<file path="src/rtl/vcve2_vadd_sequencer_if.sv">
// ---------------------------------------------------------------------------
// vcve2_vadd_sequencer_if
//   Bundle of every signal between the vector-add sequencer and its
//   neighbours: the decode stage (req_*), the register-file read port (rd_*),
//   the shared fracturable adder (add_*), the register-file write port (wr_*)
//   and the status flags (busy_o, done_o).
//
//   modport master : the sequencer itself (drives every *_o signal)
//   modport slave  : the surrounding environment (drives every *_i signal)
//
//   VLEN must match the VLEN of the sequencer instance that uses it.
// ---------------------------------------------------------------------------
interface vcve2_vadd_sequencer_if #(
  parameter int VLEN = 128
);
  localparam int NBEATS = VLEN / 32;
  localparam int IDX_W  = (NBEATS > 1) ? $clog2(NBEATS) : 1;
  localparam int VL_W   = $clog2(VLEN / 8) + 1;

  // Request from decode
  logic              req_valid_i;
  logic              req_ready_o;
  logic [VL_W-1:0]   req_vl_i;
  logic [1:0]        req_sew_i;
  // Register-file read port (combinational read)
  logic [IDX_W-1:0]  rd_beat_o;
  logic [31:0]       rd_a_i;
  logic [31:0]       rd_b_i;
  // Shared adder, vector mode
  logic [32:0]       add_op_a_o;
  logic [32:0]       add_op_b_o;
  logic [1:0]        add_sew_o;
  logic [33:0]       add_res_i;
  // Register-file write port
  logic              wr_valid_o;
  logic              wr_ready_i;
  logic [IDX_W-1:0]  wr_beat_o;
  logic [31:0]       wr_data_o;
  logic [3:0]        wr_be_o;
  // Status
  logic              busy_o;
  logic              done_o;

  modport master (
    input  req_valid_i, req_vl_i, req_sew_i, rd_a_i, rd_b_i, add_res_i, wr_ready_i,
    output req_ready_o, rd_beat_o, add_op_a_o, add_op_b_o, add_sew_o,
           wr_valid_o, wr_beat_o, wr_data_o, wr_be_o, busy_o, done_o
  );

  modport slave (
    output req_valid_i, req_vl_i, req_sew_i, rd_a_i, rd_b_i, add_res_i, wr_ready_i,
    input  req_ready_o, rd_beat_o, add_op_a_o, add_op_b_o, add_sew_o,
           wr_valid_o, wr_beat_o, wr_data_o, wr_be_o, busy_o, done_o
  );
endinterface

</file>
<file path="src/rtl/vcve2_vadd_sequencer.sv">
// ---------------------------------------------------------------------------
// vcve2_vadd_sequencer
//   Runs vd = vs1 + vs2 through the shared 33-bit fracturable adder, one
//   32-bit beat per cycle, and streams the sums to the register file through
//   a registered, byte-masked write port with back-pressure.
//
//   clk_i  : clock, rising edge
//   rst_i  : asynchronous, active-high reset
//   bus    : vcve2_vadd_sequencer_if.master
//            req_*  request handshake (vl, sew) from decode
//            rd_*   beat index out, vs2/vs1 beat data in (same cycle)
//            add_*  adder operands {data,1'b0}, sew, result (sum in [32:1])
//            wr_*   registered write beat: valid/ready, beat, data, byte enables
//            busy_o not IDLE; done_o one-cycle completion pulse
// ---------------------------------------------------------------------------
module vcve2_vadd_sequencer #(
  parameter int VLEN       = 128,
  parameter int PIPE_WIDTH = 32
) (
  input  logic                   clk_i,
  input  logic                   rst_i,
  vcve2_vadd_sequencer_if.master bus
);
  localparam int NBEATS = VLEN / PIPE_WIDTH;
  localparam int IDX_W  = (NBEATS > 1) ? $clog2(NBEATS) : 1;
  localparam int VL_W   = $clog2(VLEN / 8) + 1;
  localparam int BE_W   = PIPE_WIDTH / 8;

  localparam logic [VL_W-1:0] VLEN_BYTES = VL_W'(VLEN / 8);
  localparam logic [VL_W-1:0] BEAT_BYTES = VL_W'(BE_W);

  typedef enum logic [1:0] {
    S_IDLE,
    S_RUN,
    S_DRAIN,
    S_DONE
  } state_e;

  state_e                state_q, state_d;
  logic [IDX_W-1:0]      rd_ptr_q, rd_ptr_d;
  logic [1:0]            sew_q, sew_d;
  logic [VL_W-1:0]       nbytes_q, nbytes_d;
  logic                  wr_valid_q, wr_valid_d;
  logic [IDX_W-1:0]      wr_beat_q, wr_beat_d;
  logic [PIPE_WIDTH-1:0] wr_data_q, wr_data_d;
  logic [BE_W-1:0]       wr_be_q, wr_be_d;

  // Request decode: sew 11 behaves as 10, vl is clamped to VLMAX.
  logic [1:0]      req_sew_eff;
  logic [VL_W-1:0] req_vlmax;
  logic [VL_W-1:0] req_vl_eff;
  logic [VL_W-1:0] req_nbytes;

  // Current beat geometry in bytes.
  logic [VL_W-1:0]       beat_base;
  logic [BE_W-1:0]       beat_be;
  logic                  beat_last;
  logic [PIPE_WIDTH-1:0] beat_sum;
  logic                  out_free;
  logic                  wr_fire;

  // Guard bit and carry-out of the adder result are not part of the sum.
  logic unused_res;
  assign unused_res = ^{bus.add_res_i[PIPE_WIDTH+1], bus.add_res_i[0]};

  always_comb begin
    req_sew_eff = (bus.req_sew_i == 2'b11) ? 2'b10 : bus.req_sew_i;
    req_vlmax   = VLEN_BYTES >> req_sew_eff;
    req_vl_eff  = (bus.req_vl_i > req_vlmax) ? req_vlmax : bus.req_vl_i;
    req_nbytes  = req_vl_eff << req_sew_eff;
  end

  always_comb begin
    beat_base = VL_W'({rd_ptr_q, 2'b00});
    beat_be   = '0;
    for (int j = 0; j < BE_W; j++) begin
      beat_be[j] = (beat_base + VL_W'(j)) < nbytes_q;
    end
    // This beat holds the final active byte when the next beat would start
    // at or beyond the byte count.
    beat_last = (beat_base + BEAT_BYTES) >= nbytes_q;
    beat_sum  = bus.add_res_i[PIPE_WIDTH:1];
  end

  assign out_free = !wr_valid_q || bus.wr_ready_i;
  assign wr_fire  = wr_valid_q && bus.wr_ready_i;

  // NOTE: every signal assigned here gets its hold value first, so no path
  // through the case leaves one unassigned and no latch is inferred.
  always_comb begin
    state_d    = state_q;
    rd_ptr_d   = rd_ptr_q;
    sew_d      = sew_q;
    nbytes_d   = nbytes_q;
    wr_valid_d = wr_valid_q;
    wr_beat_d  = wr_beat_q;
    wr_data_d  = wr_data_q;
    wr_be_d    = wr_be_q;

    if (wr_fire) begin
      wr_valid_d = 1'b0;
    end

    unique case (state_q)
      S_IDLE: begin
        if (bus.req_valid_i) begin
          sew_d    = req_sew_eff;
          nbytes_d = req_nbytes;
          rd_ptr_d = '0;
          state_d  = (req_nbytes == '0) ? S_DONE : S_RUN;
        end
      end
      S_RUN: begin
        // A stalled output register freezes the read pointer, so the same
        // beat keeps being presented to the adder until it can be captured.
        if (out_free) begin
          wr_valid_d = 1'b1;
          wr_data_d  = beat_sum;
          wr_beat_d  = rd_ptr_q;
          wr_be_d    = beat_be;
          if (beat_last) begin
            rd_ptr_d = '0;
            state_d  = S_DRAIN;
          end else begin
            rd_ptr_d = rd_ptr_q + IDX_W'(1);
          end
        end
      end
      S_DRAIN: begin
        if (wr_fire) begin
          state_d = S_DONE;
        end
      end
      S_DONE: begin
        state_d = S_IDLE;
      end
      default: state_d = S_IDLE;
    endcase
  end

  // NOTE: state registers use non-blocking assignments so every flop samples
  // the pre-edge values regardless of process ordering.
  always_ff @(posedge clk_i or posedge rst_i) begin
    if (rst_i) begin
      state_q    <= S_IDLE;
      rd_ptr_q   <= '0;
      sew_q      <= '0;
      nbytes_q   <= '0;
      wr_valid_q <= 1'b0;
      wr_beat_q  <= '0;
      wr_data_q  <= '0;
      wr_be_q    <= '0;
    end else begin
      state_q    <= state_d;
      rd_ptr_q   <= rd_ptr_d;
      sew_q      <= sew_d;
      nbytes_q   <= nbytes_d;
      wr_valid_q <= wr_valid_d;
      wr_beat_q  <= wr_beat_d;
      wr_data_q  <= wr_data_d;
      wr_be_q    <= wr_be_d;
    end
  end

  // Operands are only driven while beats are being read, keeping the adder
  // quiet in the other states.
  assign bus.req_ready_o = (state_q == S_IDLE);
  assign bus.busy_o      = (state_q != S_IDLE);
  assign bus.done_o      = (state_q == S_DONE);
  assign bus.rd_beat_o   = (state_q == S_RUN) ? rd_ptr_q : '0;
  assign bus.add_op_a_o  = (state_q == S_RUN) ? {bus.rd_a_i, 1'b0} : '0;
  assign bus.add_op_b_o  = (state_q == S_RUN) ? {bus.rd_b_i, 1'b0} : '0;
  assign bus.add_sew_o   = sew_q;
  assign bus.wr_valid_o  = wr_valid_q;
  assign bus.wr_beat_o   = wr_beat_q;
  assign bus.wr_data_o   = wr_data_q;
  assign bus.wr_be_o     = wr_be_q;
endmodule

</file>
<file path="src/flat_wrapper.sv">
// flat-port wrapper written by rule: the top's interface ports become plain ports
module vcve2_vadd_sequencer_flat 
#(
  parameter int VLEN       = 128,
  parameter int PIPE_WIDTH = 32
)
  (clk_i, rst_i, bus_req_valid_i, bus_req_vl_i, bus_req_sew_i, bus_rd_a_i, bus_rd_b_i, bus_add_res_i, bus_wr_ready_i, bus_req_ready_o, bus_rd_beat_o, bus_add_op_a_o, bus_add_op_b_o, bus_add_sew_o, bus_wr_valid_o, bus_wr_beat_o, bus_wr_data_o, bus_wr_be_o, bus_busy_o, bus_done_o);
  vcve2_vadd_sequencer_if #(.VLEN(VLEN)) bus_i ();
  input  logic clk_i;
  input  logic rst_i;
  input wire logic [$bits(bus_i.req_valid_i)-1:0] bus_req_valid_i;
  input wire logic [$bits(bus_i.req_vl_i)-1:0] bus_req_vl_i;
  input wire logic [$bits(bus_i.req_sew_i)-1:0] bus_req_sew_i;
  input wire logic [$bits(bus_i.rd_a_i)-1:0] bus_rd_a_i;
  input wire logic [$bits(bus_i.rd_b_i)-1:0] bus_rd_b_i;
  input wire logic [$bits(bus_i.add_res_i)-1:0] bus_add_res_i;
  input wire logic [$bits(bus_i.wr_ready_i)-1:0] bus_wr_ready_i;
  output wire logic [$bits(bus_i.req_ready_o)-1:0] bus_req_ready_o;
  output wire logic [$bits(bus_i.rd_beat_o)-1:0] bus_rd_beat_o;
  output wire logic [$bits(bus_i.add_op_a_o)-1:0] bus_add_op_a_o;
  output wire logic [$bits(bus_i.add_op_b_o)-1:0] bus_add_op_b_o;
  output wire logic [$bits(bus_i.add_sew_o)-1:0] bus_add_sew_o;
  output wire logic [$bits(bus_i.wr_valid_o)-1:0] bus_wr_valid_o;
  output wire logic [$bits(bus_i.wr_beat_o)-1:0] bus_wr_beat_o;
  output wire logic [$bits(bus_i.wr_data_o)-1:0] bus_wr_data_o;
  output wire logic [$bits(bus_i.wr_be_o)-1:0] bus_wr_be_o;
  output wire logic [$bits(bus_i.busy_o)-1:0] bus_busy_o;
  output wire logic [$bits(bus_i.done_o)-1:0] bus_done_o;
  assign bus_i.req_valid_i = bus_req_valid_i;
  assign bus_i.req_vl_i = bus_req_vl_i;
  assign bus_i.req_sew_i = bus_req_sew_i;
  assign bus_i.rd_a_i = bus_rd_a_i;
  assign bus_i.rd_b_i = bus_rd_b_i;
  assign bus_i.add_res_i = bus_add_res_i;
  assign bus_i.wr_ready_i = bus_wr_ready_i;
  assign bus_req_ready_o = bus_i.req_ready_o;
  assign bus_rd_beat_o = bus_i.rd_beat_o;
  assign bus_add_op_a_o = bus_i.add_op_a_o;
  assign bus_add_op_b_o = bus_i.add_op_b_o;
  assign bus_add_sew_o = bus_i.add_sew_o;
  assign bus_wr_valid_o = bus_i.wr_valid_o;
  assign bus_wr_beat_o = bus_i.wr_beat_o;
  assign bus_wr_data_o = bus_i.wr_data_o;
  assign bus_wr_be_o = bus_i.wr_be_o;
  assign bus_busy_o = bus_i.busy_o;
  assign bus_done_o = bus_i.done_o;
  vcve2_vadd_sequencer #(.VLEN(VLEN), .PIPE_WIDTH(PIPE_WIDTH)) u_core (.clk_i(clk_i), .rst_i(rst_i), .bus(bus_i));
endmodule
</file>
<file path="config.mk">
export PLATFORM = sky130hd
export DESIGN_NAME = vcve2_vadd_sequencer_flat
export DESIGN_NICKNAME = d
export VERILOG_FILES = /design/src/rtl/vcve2_vadd_sequencer_if.sv /design/src/rtl/vcve2_vadd_sequencer.sv /design/src/flat_wrapper.sv
export SDC_FILE = /design/constraint.sdc
export NUM_CORES = 1
export LEC_CHECK = 0
export ABC_AREA = 1
export CORE_MARGIN = 4
export CORE_UTILIZATION = 37
export CTS_CLUSTER_SIZE = 10
export DETAILED_ROUTE_END_ITERATION = 12
export PLACE_DENSITY = 0.84
export SYNTH_ARGS = -nofsm -noshare
export SYNTH_HDL_FRONTEND = slang
export SYNTH_SLANG_ARGS = --single-unit
</file>
<file path="constraint.sdc">
create_clock -name clk_i -period 3.77 [get_ports clk_i]
set_input_delay 0.754 -clock clk_i [delete_from_list [all_inputs] [get_ports clk_i]]
set_output_delay 0.754 -clock clk_i [all_outputs]
set_load 0.05 [all_outputs]
</file>
**Yosys cells after proc, flatten, opt, wreduce, memory -nomap -nowiden**

Index checks and enable logic that the tools add are counted.

- Word-level logic and storage cells: 58
- Output and inout port bits: 112
- Input port bits: 109
- Bits in registers: 50

- Order comparisons: 6
- Shifts and indexed selects: 2
- Eq/ne operators: 8
- Add/subtract/negate cells: 5
- Reduce and logical (&&, ||, !) cells: 11
- Muxes and demuxes: 18

Operators with widths:

| kind | count |
|---|---|
| two-way mux 33 bit | 2 |
| two-way mux 2 bit | 10 |
| less-than comparator 5 bit | 3 |
| adder 4 x 2 -> 5 bit, second input constant | 2 |
| case mux 2 bit (4 select lines) | 1 |
| == test 2 bit, second input constant | 3 |
| != test 2 x 1 -> 1 bit, second input constant | 3 |
| adder 4 x 1 -> 5 bit, second input constant | 1 |
| adder 4 x 3 -> 5 bit, second input constant | 1 |
| greater-or-equal comparator 5 bit | 1 |
| greater-than comparator 5 bit | 1 |
| logical NOT 5 bit | 1 |
| less-than comparator 4 x 5 -> 1 bit | 1 |
| two-way mux 5 bit | 1 |
| left shift 5 x 2 -> 5 bit | 1 |
| >> shifter 5 x 2 -> 5 bit, first input constant | 1 |
| case mux 2 bit (2 select lines) | 1 |
| AND reduction 2 bit | 2 |
| AND reduction 4 bit | 1 |
| nonzero test 2 bit | 2 |
| two-way mux 1 bit | 3 |
| AND reduction 3 bit | 1 |
| adder 2 x 1 -> 2 bit, second input constant | 1 |
| == test 2 x 1 -> 1 bit, second input constant | 1 |
| other kinds (5) | 5 |

**Logic depth before layout (Yosys ltp)**

Gate-level depths: netlist (run 1).

- Depth after elaboration: 10
- Gate-level depth with buffers: 15
- Mapped depth without buffers: 15

**Worst setup path after synthesis (run 1)**

No wires, ideal clock.

- Kind: reg2out
- Start: register u_core.state_q[1]
- End: output bus_add_op_a_o[10]
- Required time: 3.016 ns
- Arrival: 1.567 ns
- Stages on the path, launching flop included: 8
- Buffers on the path: 3
- Path slack: 1.449 ns
- Cells stage by stage: dfrtp_1 inv_1 ha_1 buf_2 buf_2 buf_1 nand2_1 inv_1

- Word-level cells in the longest chain between the ends: 2

RTL lines:

| element | RTL line | RTL |
|---|---|---|
| start, declared | vcve2_vadd_sequencer.sv:39 | `state_e state_q, state_d;` |
| start signal, assigned | vcve2_vadd_sequencer.sv:154 | `state_q <= state_d;` |
| == test 2 x 1 -> 1 bit | vcve2_vadd_sequencer.sv:171 | `assign bus.add_op_a_o = (state_q == S_RUN) ? {bus.rd_a_i, 1'b0} : '0;` |
| two-way mux 33 bit | vcve2_vadd_sequencer.sv:171 |  |
| end, declared | flat_wrapper.sv:20 | `output wire logic [$bits(bus_i.add_op_a_o)-1:0] bus_add_op_a_o;` |

Every way passes these cells.

**Worst setup path in the final report (run 1)**

- Start: register u_core.state_q[1]
- End: output bus_add_op_a_o[30]

The elaborated chain is that of the path after synthesis.

==> results of run 1 <==
-- per-stage QoR --
step | setup slack, ns | util
2_1_floorplan | 1.449 | -
3_3_place_gp | 0.8724 | 0.6737
3_5_place_dp | 0.8090 | 0.6737
4_1_cts | 0.6586 | 0.6841
5_1_grt | 0.5106 | 0.6841
6_report | 0.6812 | 0.6841
-- layout make-up --
class	instances	area share
timing repair buffer	219	0.4156
multi-input combinational	276	0.2424
sequential	50	0.2367
inverter	93	0.06604
tap	102	0.02414
clock buffer	6	0.01373
clock inverter	1	0.001420
-- power groups by stage --
| stage | Sequential, mW | Combinational [mW] | Clock [mW] |
|---|---|---|---|
| after CTS | 0.913 | 3.25 | 0.300 |
| after global routing | 0.944 | 3.43 | 0.321 |
| after global placement | 0.913 | 3.18 | 0 |
| after detailed placement | 0.924 | 3.24 | 0 |
| final | 0.913 | 3.23 | 0.288 |
| after floorplan | 1.62 | 1.42 | 0 |
-- how the worst min path moves through the flow --
stage	slack [ns]	endpoint	from	depth (start not counted)
after floorplan	0.45	u_core.nbytes_q[1]	u_core.nbytes_q[1]	2
after global placement	0.46	u_core.bus.wr_be_o[1]	u_core.bus.wr_be_o[1]	1
after detailed placement	0.47	u_core.bus.wr_data_o[11]	u_core.bus.wr_data_o[11]	2
after CTS	0.49	u_core.bus.wr_data_o[11]	u_core.bus.wr_data_o[11]	2
after global routing	0.50	u_core.bus.wr_data_o[6]	u_core.bus.wr_data_o[6]	2
final	0.48	u_core.bus.wr_data_o[29]	u_core.bus.wr_data_o[29]	2
-- layer usage --
metal	GRT usage	vias up	routed length, um
li1	-	1677	-
met3	0.05025	2	602
met4	0.01384	0	9
met1	0.2506	1502	4249
met2	0.3869	120	5250
met5	0	-	0
-- registers in the layout, indices dropped and copies added, names as in the netlist --
name                   cells
u_core.bus.wr_be_o         4
u_core.bus.wr_data_o      32
u_core.state_q             2
u_core.nbytes_q            5
u_core.bus.add_sew_o       2
u_core.bus.wr_valid_o      1
u_core.bus.wr_beat_o       2
u_core.rd_ptr_q            2
-- placed cells by master (no fill, tap or decap) --
cell and instances:
sky130_fd_sc_hd__a22o_1 1, sky130_fd_sc_hd__nor2_1 14, sky130_fd_sc_hd__a21oi_2 2, sky130_fd_sc_hd__nand3_2 1, sky130_fd_sc_hd__clkbuf_8 5, sky130_fd_sc_hd__a21o_1 1, sky130_fd_sc_hd__clkdlybuf4s50_1 216, sky130_fd_sc_hd__clkinvlp_4 1
sky130_fd_sc_hd__nor2_2 1, sky130_fd_sc_hd__nand2_2 4, sky130_fd_sc_hd__or2_2 1, sky130_fd_sc_hd__nand2_4 1, sky130_fd_sc_hd__buf_12 1, sky130_fd_sc_hd__buf_4 2, sky130_fd_sc_hd__conb_1 3, sky130_fd_sc_hd__o21ai_1 2
sky130_fd_sc_hd__nand3b_1 1, sky130_fd_sc_hd__o21ai_0 13, sky130_fd_sc_hd__nand4_2 1, sky130_fd_sc_hd__o22ai_1 2, sky130_fd_sc_hd__a31oi_1 1, sky130_fd_sc_hd__inv_1 88, sky130_fd_sc_hd__nand4_1 2, sky130_fd_sc_hd__nand2_1 197
sky130_fd_sc_hd__o2111ai_1 1, sky130_fd_sc_hd__dfrtp_1 50, sky130_fd_sc_hd__ha_1 14, sky130_fd_sc_hd__ha_2 1, sky130_fd_sc_hd__clkbuf_1 1, sky130_fd_sc_hd__inv_2 5, sky130_fd_sc_hd__a21oi_1 5, sky130_fd_sc_hd__nand3_1 7
-- critical path: cells and delay by family (launching register included) --
family                   cells  cell delay (ns)
flip-flops                   1             0.42
AND/OR/NAND/NOR              1             0.07
adder cells (fa/ha/maj)      1             0.30
buffers and inverters        4             1.26
-- logic make-up after synthesis --
| group | after synthesis |
|---|---|
| DFF | 50 |
| buffers and inverters | 111 |
| other | 2 |
| adders and majority gates | 15 |
| and+or+nand+nor | 230 |
| AOI/OAI and AO/OA | 28 |
==> summary by stage, run 1 <==
Critical path
STA classifies the critical path endpoint as an output pin. The launching element type of the critical path is a flop. The startpoint identified for the worst register-to-register timing path is u_core.state_q[1]. Traced cell by cell, the critical path runs through inv_1 -> ha_2 -> buf_4 -> nand2_1 -> inv_1 -> clkdlybuf4s50_1. The largest single stage delay on the critical path is 0.83 ns. STA puts the critical path data required time at 3.02 ns. The worst setup path endpoint is bus_add_op_a_o[30].

The critical path startpoint is u_core.state_q[1]. The cell count of the worst reg-to-reg path is 9. The worst setup path is of the flop to output pin kind.

For the worst setup path, the data arrival time is 2.33 ns. The highest-delay cell along the critical path is sky130_fd_sc_hd__clkdlybuf4s50_1. For flop-to-flop paths, the worst setup slack is 1.70 ns. Along the worst path, the maximum fanout reaches 21.

The most numerous cell on the critical path is sky130_fd_sc_hd__inv_1. The capture instance of the worst register-to-register path is u_core.bus.wr_be_o[2].

Status
The flow ran to the end, and the final reports show no timing, DRC or antenna violations.

STA
The clock arrives with 0.004961 ns of skew. The worst path needs 3.089 ns of the cycle, external delays included. Across all hold checks on the routed design, the worst slack comes to 0.4841 ns.

Setup total negative slack on the finished layout was measured at 0 ns. Setup repair after global routing left no endpoint under its margin. The setup-violating endpoint count in the final report is 0. For the pin with the worst max-slew slack, the measured transition is 1.008 ns.

The upper clock frequency limit is 323.8 MHz. In the finished design, the share of the clock period the worst path needs comes to 0.8193. The max-slew violation count is 0.

Headroom to the max-slew limit came out at 0.3267. The number of hold violations in the final report is 0.

Logic synthesis
The dominant synthesized flop cell is sky130_fd_sc_hd__dfrtp_1. Counting flops with an async set or reset pin after synthesis yields a share of 1.000. The library cell with the largest summed area after synthesis is sky130_fd_sc_hd__dfrtp_1. Of the total synthesized cell area, the portion taken by AND, OR, NAND and NOR gates is 0.3110. The area fraction of the dominant cell type after synthesis is 0.4237. The complex-gate fraction of the synthesized area is 0.05466. The share of the Yosys chip area taken by registers is 0.4237.

The count of unique library cells instantiated by Yosys is 29. By count the netlist is led by 197 x sky130_fd_sc_hd__nand2_1, 89 x sky130_fd_sc_hd__inv_1, 50 x sky130_fd_sc_hd__dfrtp_1. The number of synthesis warnings is 0. Of the total synthesized cell area, the portion taken by full adders, half adders and majority gates is 0.06356. Synthesis produced a netlist whose cell count is 436. The total of flip-flops plus latches after synthesis is 50. The post-synthesis instance area is 2953 um^2. The mean instance size in the synthesized netlist is 6.773 um^2. Of the total synthesized cell area, the portion taken by XOR and XNOR cells is 0. The most common cell in the netlist is sky130_fd_sc_hd__nand2_1. By area the synthesized netlist is led by sky130_fd_sc_hd__dfrtp_1 42%, sky130_fd_sc_hd__nand2_1 25%, sky130_fd_sc_hd__inv_1 11%, sky130_fd_sc_hd__ha_1 6.4%, sky130_fd_sc_hd__o21ai_0 2.2%. The post-synthesis mux area share is 0. After synthesis, the largest family of logic cells by area is simple AND/OR/NAND/NOR gates.

The number of synthesized flops with an enable pin is 0.

Placement
The cell area reported after detailed placement is 5206 um^2. The total instance count after detailed placement is 740. Port buffering added 216 buffers.

The half-perimeter wire length after placement is 8309 um. The congestion estimate from routability-driven global placement came to 0.9259.

Power and ir drop
Of the total power, the share spent switching nets is 0.5629. The total leakage power is 2.886 nW. Summed over all nets, the switching power comes to 2.495 mW.

The worst IR drop on VDD is 0.6375 mV. Of the total power, the clock network draws 0.065. The sequential share of power is 0.206. The total power is 4.433 mW.

Cell internal power was estimated by the tool at 1.938 mW. The logic gate share of total power is 0.729. In this run the power density over the cells is 838.5 nW/um^2.

Clock tree
The clock-pin slew on the worst setup and hold paths is 0.09 ns. The maximum number of buffers from clock root to sink is 2. The buffer count from post-CTS setup fixing is 0.

The clock latency on the worst-skew pair is 0.29 ns. The count of clock tree sinks is 50. The count of cells resized by post-cts repair is 0.

In this run, post-CTS hold repair placed 0 buffers. The CTS tree is done. The number of H-tree branching levels is 2. In this run the clock root is driven by a sky130_fd_sc_hd__clkbuf_8.

The total clock buffers created by CTS is 5.

Floorplan
From bottom edge to top edge, the die measures 97.34 um. The chip width is 97.34 um. The total I/O pin count is 221. The total area inside the core boundary comes to 7727 um^2. The die covers 9474 um^2. After floorplanning, the core was divided into 32 placement rows. For this configuration, the core starts out at a cell density of 0.3821.

Routing
The first-pass detailed-route iteration total is 4. The routed design has 10110 um of wire. Detailed routing inserted a total of 3301 vias. The number of remaining DRC errors is 0. In the final routed layout, each cell accounts on average for 13.54 um. The post-route antenna net violation count is 0.

The number of DRC markers after the initial detailed-route iteration is 101. The ratio of routed vias to standard cells is 4.419.

GRT
The first global-routing pass estimated 16250 um of wire. In the global route stage, overall resource usage came out at 0.2067. The initial antenna violation count is 0.

The number of global-route vias before repair came to 3246. Global routing finished with a remaining overflow of 0. The largest net degree at the start of global routing is 51.

Final layout
Of the cells placed in the final design, the portion with a size suffix greater than 1 is 0.04031. Once layout is complete, the cells apart from fillers number 747. The area of all placed cells without fillers is 5286 um^2.

The synthesis-to-finish area growth is 79.03%. The layout filler cell count is 655. The sequential cell area in the final layout is 1251 um^2.

The final layout net count is 769. In the final layout, the multi-input gates occupy 1281 um^2. The antenna diode count is 0.

Run
Across the run, the number of max-cap violations was 0.

Hold path
The classification of the worst-slack hold path is flop to flop.
Note: power is estimated with default switching activity, not from simulation.
==> inputs of run 2 (changes only) <==
- CORE_UTILIZATION: 37 -> 31
- PLACE_DENSITY: 0.84 -> 0.74
- clock period: 3.77 -> 2.8 ns (I/O delays scaled with it)
==> run 2 against run 1 <==
Non-clock buffer count increased by 3; register-to-register slack got worse by 0.91 ns; die area increased by 18%; first-iteration DRC count increased by 38%; wire length decreased by 1.3%; combinational power increased by 31%; clock-buffer cell count increased by 1; cell count increased by 4.1%; clock power increased by 59%; worst hold slack got worse by 0.00057 ns.
==> summary by stage, run 2 (same netlist as run 1, synthesis figures left out) <==
Status
The run finished with clean final reports.

Clock tree
CTS built an H-tree with a depth of 2. Post-CTS repair changed the size of 0 cells. The clock latency on the worst-skew pair is 0.29 ns. In this run, CTS created clock tree buffers numbering 5. The buffer count from post-CTS setup fixing is 0. Clock-pin slew was measured on the worst setup and hold paths at 0.08 ns. The tree is rooted in a sky130_fd_sc_hd__clkbuf_8. The CTS tree is done. The clock passes through at most 2 buffers.

The count of clock tree sinks is 50. For this design, the CTS-stage hold fixing added 0 buffers.

Floorplan
The die area is 11150 um^2. The height of the die is 105.6 um. The core box area is 9240 um^2.

For this design the top-level I/O count stands at 221. The number of placement rows is 35. For this configuration, the core starts out at a cell density of 0.3196. The die is 105.6 um wide.

Placement
The wire-length estimate of the detail-placed layout is 8099 um. In this run the tool buffered the top-level ports with 216 buffer cells. In this run the cell area measured after placement is 5090 um^2. The last weighted congestion value of the routability-driven placer is 0.8863.

STA
The number of hold violations in the final report is 0. In the finished design, the share of the clock period the worst path needs comes to 0.9252. The max-slew violation count is 0. The worst-case headroom to the max-slew limit is 0.5888.

For the pin with the worst max-slew slack, the measured transition is 0.6167 ns. Setup violations remaining at the end of the flow were counted as 0. Setup repair after global routing left no endpoint under its margin. The clock arrives with 0.005326 ns of skew. Static timing analysis puts the maximum clock frequency at 386.0 MHz. The total negative slack for setup checks is 0 ns. The worst path needs 2.591 ns of the cycle, external delays included.

Final layout
At the end of the flow, the number of nets in the layout was 772. The commonest non-fill, non-tap cell in the layout is sky130_fd_sc_hd__nand2_1. In the layout the commonest cells are 197 x sky130_fd_sc_hd__nand2_1, 152 x sky130_fd_sc_hd__clkdlybuf4s50_1, 88 x sky130_fd_sc_hd__inv_1. The area growth from synthesis to layout is 75.93%.

The share of final-layout standard cells stronger than drive strength 1 is 0.1464. The sequential cell area in the final layout is 1251 um^2. The area of all placed cells without fillers is 5195 um^2. Counting the fill cells in the layout gives 875. The antenna diode count is 0. The register with the most flip-flops in the layout has 32 of them. In the final layout, the multi-input gates occupy 1281 um^2.

Critical path
The critical path goes through inv_1 -> ha_1 -> inv_1 -> clkdlybuf4s50_1. The worst setup path is captured at an output pin. The start-to-end type of the worst setup path is flop to output pin. The cell count of the worst reg-to-reg path is 8.

The highest net fanout along the worst path is 5. Counting buffers and inverters, the worst setup path is 4 cells deep. The most numerous cell on the critical path is sky130_fd_sc_hd__inv_1.

In this design, the stage delay of the slowest critical-path cell is 0.83 ns. The buffers plus inverters on the worst setup path is 3. The launching element type of the critical path is a flop. For the worst setup path, the data required time is 2.24 ns. The worst path arrival time is 2.03 ns. The family with the most delay on the worst path is buffers and inverters. The highest-delay cell along the critical path is sky130_fd_sc_hd__clkdlybuf4s50_1.

Routing
The number of remaining DRC errors is 0. The ratio of routed vias to standard cells is 4.163. The via count is 3239. The wire length per cell after detailed routing is 12.83 um. The routed design has 9982 um of wire. The post-route antenna net violation count is 0. The first-pass detailed-route iteration total is 6. For this block, the initial DRC count from the detailed router was 139.

Hold path
The path class of the tightest hold or removal check is flop to flop. The worst hold path passes through 2 cells.

GRT
For met1 alone, demand over resource in global routing was 0.2235. The number of global-route vias before repair came to 3058. The global routing stage identified its most utilized layer as met2. In the global route stage, met3 resource usage came out at 0.03184. Global routing finished with a remaining overflow of 0. For met2 alone, demand over resource in global routing was 0.3024. The initial antenna violation count is 0.

For this run, the total global-route usage over all layers was measured as 0.1722. The wire length of the first global-routing pass is 15700 um. Entering global routing, the biggest net connects 51 pins.

Power and ir drop
Of the total power, the clock network draws 0.077. IR analysis of the VDD net gives a maximum drop of 0.8265 mV. The total internal power is 2.577 mW.

The analysis attributes to cell leakage a power of 3.033 nW. For this design the ratio of total power to cell area is 1139 nW/um^2. The switching power is 3.338 mW. The logic gate share of total power is 0.715.

Of the total power, the share spent switching nets is 0.5644. The sequential share of power is 0.208. The design draws 5.915 mW.

Run
Max-cap violations in this run came to 0.
[run 2: changes by cell type in the layout (fill, tap and decap cells not counted)]
cell,before,now
sky130_fd_sc_hd__buf_12,1,0
sky130_fd_sc_hd__buf_4,2,70
sky130_fd_sc_hd__clkbuf_1,1,0
sky130_fd_sc_hd__clkbuf_8,5,7
sky130_fd_sc_hd__clkdlybuf4s50_1,216,152
sky130_fd_sc_hd__clkinv_4,0,1
sky130_fd_sc_hd__clkinvlp_4,1,0
[run 2: through the flow]
stage | utilization | setup WS, ns | cells | hold slack [ns]
floorplan | - | 0.6090 | 437 | 0.4530
global placement | 0.5508 | 0.2047 | 770 | 0.4614
detailed placement | 0.5508 | 0.07842 | 770 | 0.4642
CTS | 0.5622 | 0.2086 | 778 | 0.4882
global route | 0.5622 | 0.1167 | 778 | 0.5014
finish | 0.5622 | 0.2095 | 778 | 0.4835
[run 2: worst min-delay path, cell delays in order (launching register included)]
cell and delay, ns:
sky130_fd_sc_hd__dfrtp_1 0.35, sky130_fd_sc_hd__nand2_1 0.05, sky130_fd_sc_hd__nand2_1 0.06
[run 2: layout make-up]
cell class | instances | area share
clock buffers | 7 | 0.01855
clock inverters | 1 | 0.001686
well taps | 129 | 0.03107
multi-input cells | 276 | 0.2466
inverters | 93 | 0.06720
flip-flops and latches | 50 | 0.2408
repair buffers | 222 | 0.3940
[run 2: power groups by stage]
stage          clock, mW  sequential [mW]  combinational [mW]
2_1_floorplan          0             2.18                1.91
3_3_place_gp           0             1.23                4.21
3_5_place_dp           0             1.24                4.27
4_1_cts            0.478             1.23                4.28
5_1_grt            0.507             1.27                4.51
6_report           0.457             1.23                4.23
[run 2: path summary, 6_finish.rpt]
check / endpoint / startpoint / slack, ns
max: bus_busy_o / u_core.state_q[0] / 0.21
min: u_core.bus.wr_data_o[30] / u_core.bus.wr_data_o[30] / 0.48
max reg2reg: u_core.rd_ptr_q[0] / u_core.state_q[1] / 0.79
min reg2reg: u_core.bus.wr_data_o[30] / u_core.bus.wr_data_o[30] / 0.48
max in group asynchronous: u_core.bus.wr_beat_o[0] / rst_i / 1.64
min in group asynchronous: u_core.bus.wr_data_o[20] / rst_i / 0.73
[run 2: metal layers]
layer	up-vias	part of all wire
met4	0	0.0062
met1	1447	0.43
met5	-	0
met2	103	0.50
met3	7	0.060
li1	1682	-
==> inputs of run 3 (changes only) <==
- CORE_MARGIN: 4 -> unset
==> run 3 against run 2 <==
Register-to-register slack worse by 0.14 ns; final area hardly changed; cell count down 0.26%; clock power grew 13%; first-iteration DRC count shrank 43%; total power grew 0.32%; via count fell by 1.8%; clock-buffer cell count decreased by 2; largest cell class unchanged.
==> summary by stage, run 3 (same netlist as run 1, synthesis figures left out) <==
GRT
The initial antenna violation count is 0. For this run the aggregate overflow at the end of global routing stands at 0. In the global route stage, overall resource usage came out at 0.1769. The wire length of the first global-routing pass is 14230 um. The number of global-route vias before repair was 3125. The largest net degree at the start of global routing is 68.

Final layout
The register with the most flip-flops in the layout has 32 of them. The synthesis-to-finish area growth is 75.81%. Of the cells placed in the final design, the portion with a size suffix greater than 1 is 0.1437. 0 antenna diodes ended up in the layout.

The commonest non-fill, non-tap cell in the layout is sky130_fd_sc_hd__nand2_1. In the layout the commonest cells are 197 x sky130_fd_sc_hd__nand2_1, 152 x sky130_fd_sc_hd__clkdlybuf4s50_1, 88 x sky130_fd_sc_hd__inv_1. The final layout net count is 770. After filler insertion, the fill cell instance count of the layout stands at 870.

Power and ir drop
The worst IR drop on VDD is 0.6313 mV. The ratio of total power to cell area is 1143 nW/um^2. The total leakage power is 3.027 nW. The total power is 5.934 mW.

Floorplan
In this run the standard cell core region covers 9240 um^2. The die is 99.60 um wide. The starting density of the core is 0.3196.

The number of placement rows is 35. The total I/O pin count is 221. The floorplan step set the die height to 99.60 um. The die covers 9919 um^2.

Critical path
The start-to-end type of the worst setup path is flop to output pin. In this run the worst path has a maximum fanout of 5. For flop-to-flop paths, the worst setup slack is 0.65 ns. STA classifies the critical path endpoint as an output pin.

The family with the most delay on the worst path is buffers and inverters. The biggest cell delay along the critical path is 0.82 ns. The slowest stage of the critical path is the sky130_fd_sc_hd__clkdlybuf4s50_1 cell. Traced cell by cell, the critical path runs through inv_1 -> ha_1 -> inv_1 -> clkdlybuf4s50_1.

The worst path required time is 2.24 ns. Among the stages of the critical path, the cell type that occurs most often is sky130_fd_sc_hd__inv_1. The buffers plus inverters on the worst setup path is 3. STA puts the critical path data arrival time at 2.03 ns. The worst setup path is launched from a flop.

Routing
The post-route antenna net violation count is 0. The number of DRC markers after the initial detailed-route iteration is 79. After detailed routing, the total wire length is 8737 um. The wire length per cell after detailed routing is 11.26 um.

The number of remaining DRC errors is 0. The ratio of routed vias to standard cells is 4.098. The first-pass detailed-route iteration total is 4. The via count is 3180.

Clock tree
Gates resized during post-CTS repair numbered 0. TritonCTS built the clock tree. The maximum number of buffers from clock root to sink is 2. The total clock buffers created by CTS is 5. The clock tree synthesis step divided the H-tree into 2 levels. The clock latency on the worst-skew pair is 0.30 ns. Hold repair after CTS inserted 0 buffers.

Buffers added to address setup during post-CTS repair amount to 0. The clock tree root buffer cell is sky130_fd_sc_hd__clkbuf_8. Counting every sink on the clock net gives 50.

After clock tree synthesis, the clock-pin slew on the worst setup and hold paths is 0.09 ns.

STA
The worst-case headroom to the max-slew limit is 0.5993. In the finished design, the share of the clock period the worst path needs comes to 0.9259. The number of hold violations in the final report was 0.

The slew at the pin closest to its max-slew limit is 0.6011 ns. The total negative slack for setup checks is 0 ns. The upper clock frequency limit is 385.7 MHz.

Setup violations remaining at the end of the flow were counted as 0. The maximum clock skew at final layout is 0.009824 ns. The max-slew violation count is 0.

The final critical-path required period is 2.593 ns. Setup repair after global routing left no endpoint under its margin.

Placement
The half-perimeter wire length after placement is 6959 um. Routability-driven placement finished with a final weighted congestion of 0.8566. The count of buffers added on input and output ports is 216.

Status
The run finished with clean final reports.

Hold path
The classification of the worst-slack hold path is flop to flop.

Run
The max-capacitance violation count is 0.
[run 3: changes by cell type in the layout (fill, tap and decap cells not counted)]
cell                        change
sky130_fd_sc_hd__clkbuf_8       -2
sky130_fd_sc_hd__inv_6          +2
sky130_fd_sc_hd__buf_4          -2
sky130_fd_sc_hd__bufinv_16      +1
sky130_fd_sc_hd__clkinv_4       -1
[run 3: worst register-to-register path, cell delays in order, from the launching register on]
cell	delay, ns
sky130_fd_sc_hd__dfrtp_1	0.41
sky130_fd_sc_hd__inv_1	0.11
sky130_fd_sc_hd__ha_2	0.20
sky130_fd_sc_hd__buf_4	0.50
sky130_fd_sc_hd__inv_1	0.16
sky130_fd_sc_hd__o22ai_1	0.19
sky130_fd_sc_hd__a21oi_1	0.12
sky130_fd_sc_hd__or2_2	0.29
sky130_fd_sc_hd__o21ai_0	0.07
[run 3: area by class of cell]
cell class | count | area, um^2 | share of cell area
Clock buffer | 5 | 68.82 | 0.01326
Clock inverter | 3 | 47.55 | 0.009159
Inverter | 93 | 349.1 | 0.06725
Multi-Input combinational cell | 276 | 1281 | 0.2468
Sequential cell | 50 | 1251 | 0.2410
Tap cell | 129 | 161.4 | 0.03109
Timing Repair Buffer | 220 | 2032 | 0.3914
[run 3: worst paths after layout]
check / startpoint / end / cells after the start
min in group asynchronous: rst_i / u_core.bus.wr_data_o[5] / 3
min reg2reg: u_core.bus.wr_data_o[30] / u_core.bus.wr_data_o[30] / 2
max reg2reg: u_core.state_q[1] / u_core.rd_ptr_q[0] / 8
max: u_core.state_q[0] / bus_busy_o / 4
max in group asynchronous: rst_i / u_core.bus.wr_data_o[28] / 3
min: u_core.bus.wr_data_o[30] / u_core.bus.wr_data_o[30] / 2
[run 3: layer usage]
layer | GRT usage | vias up | share of wire
met1 | 0.2217 | 1402 | 0.45
met2 | 0.3157 | 95 | 0.49
met5 | 0 | - | 0
met4 | 0.03620 | 0 | 0.0082
met3 | 0.03514 | 7 | 0.051
li1 | - | 1676 | -
[run 3: where the power goes]
group | switching (mW) | internal, mW | total [mW]
clock | 0.245 | 0.273 | 0.518
combinational | 2.90 | 1.29 | 4.19
sequential | 0.174 | 1.05 | 1.22
[run 3: through the flow]
stage                 util  area, um^2  hold WS [ns]  std cells  setup slack, ns
finish              0.5618        5191        0.4840        776           0.2074
global route        0.5618        5191        0.4989        776          0.07856
CTS                 0.5618        5191        0.4887        776           0.1899
detailed placement  0.5492        5075        0.4645        768           0.1021
global placement    0.5492        5075        0.4616        768           0.2118
floorplan                -        2957        0.4530        437           0.6090
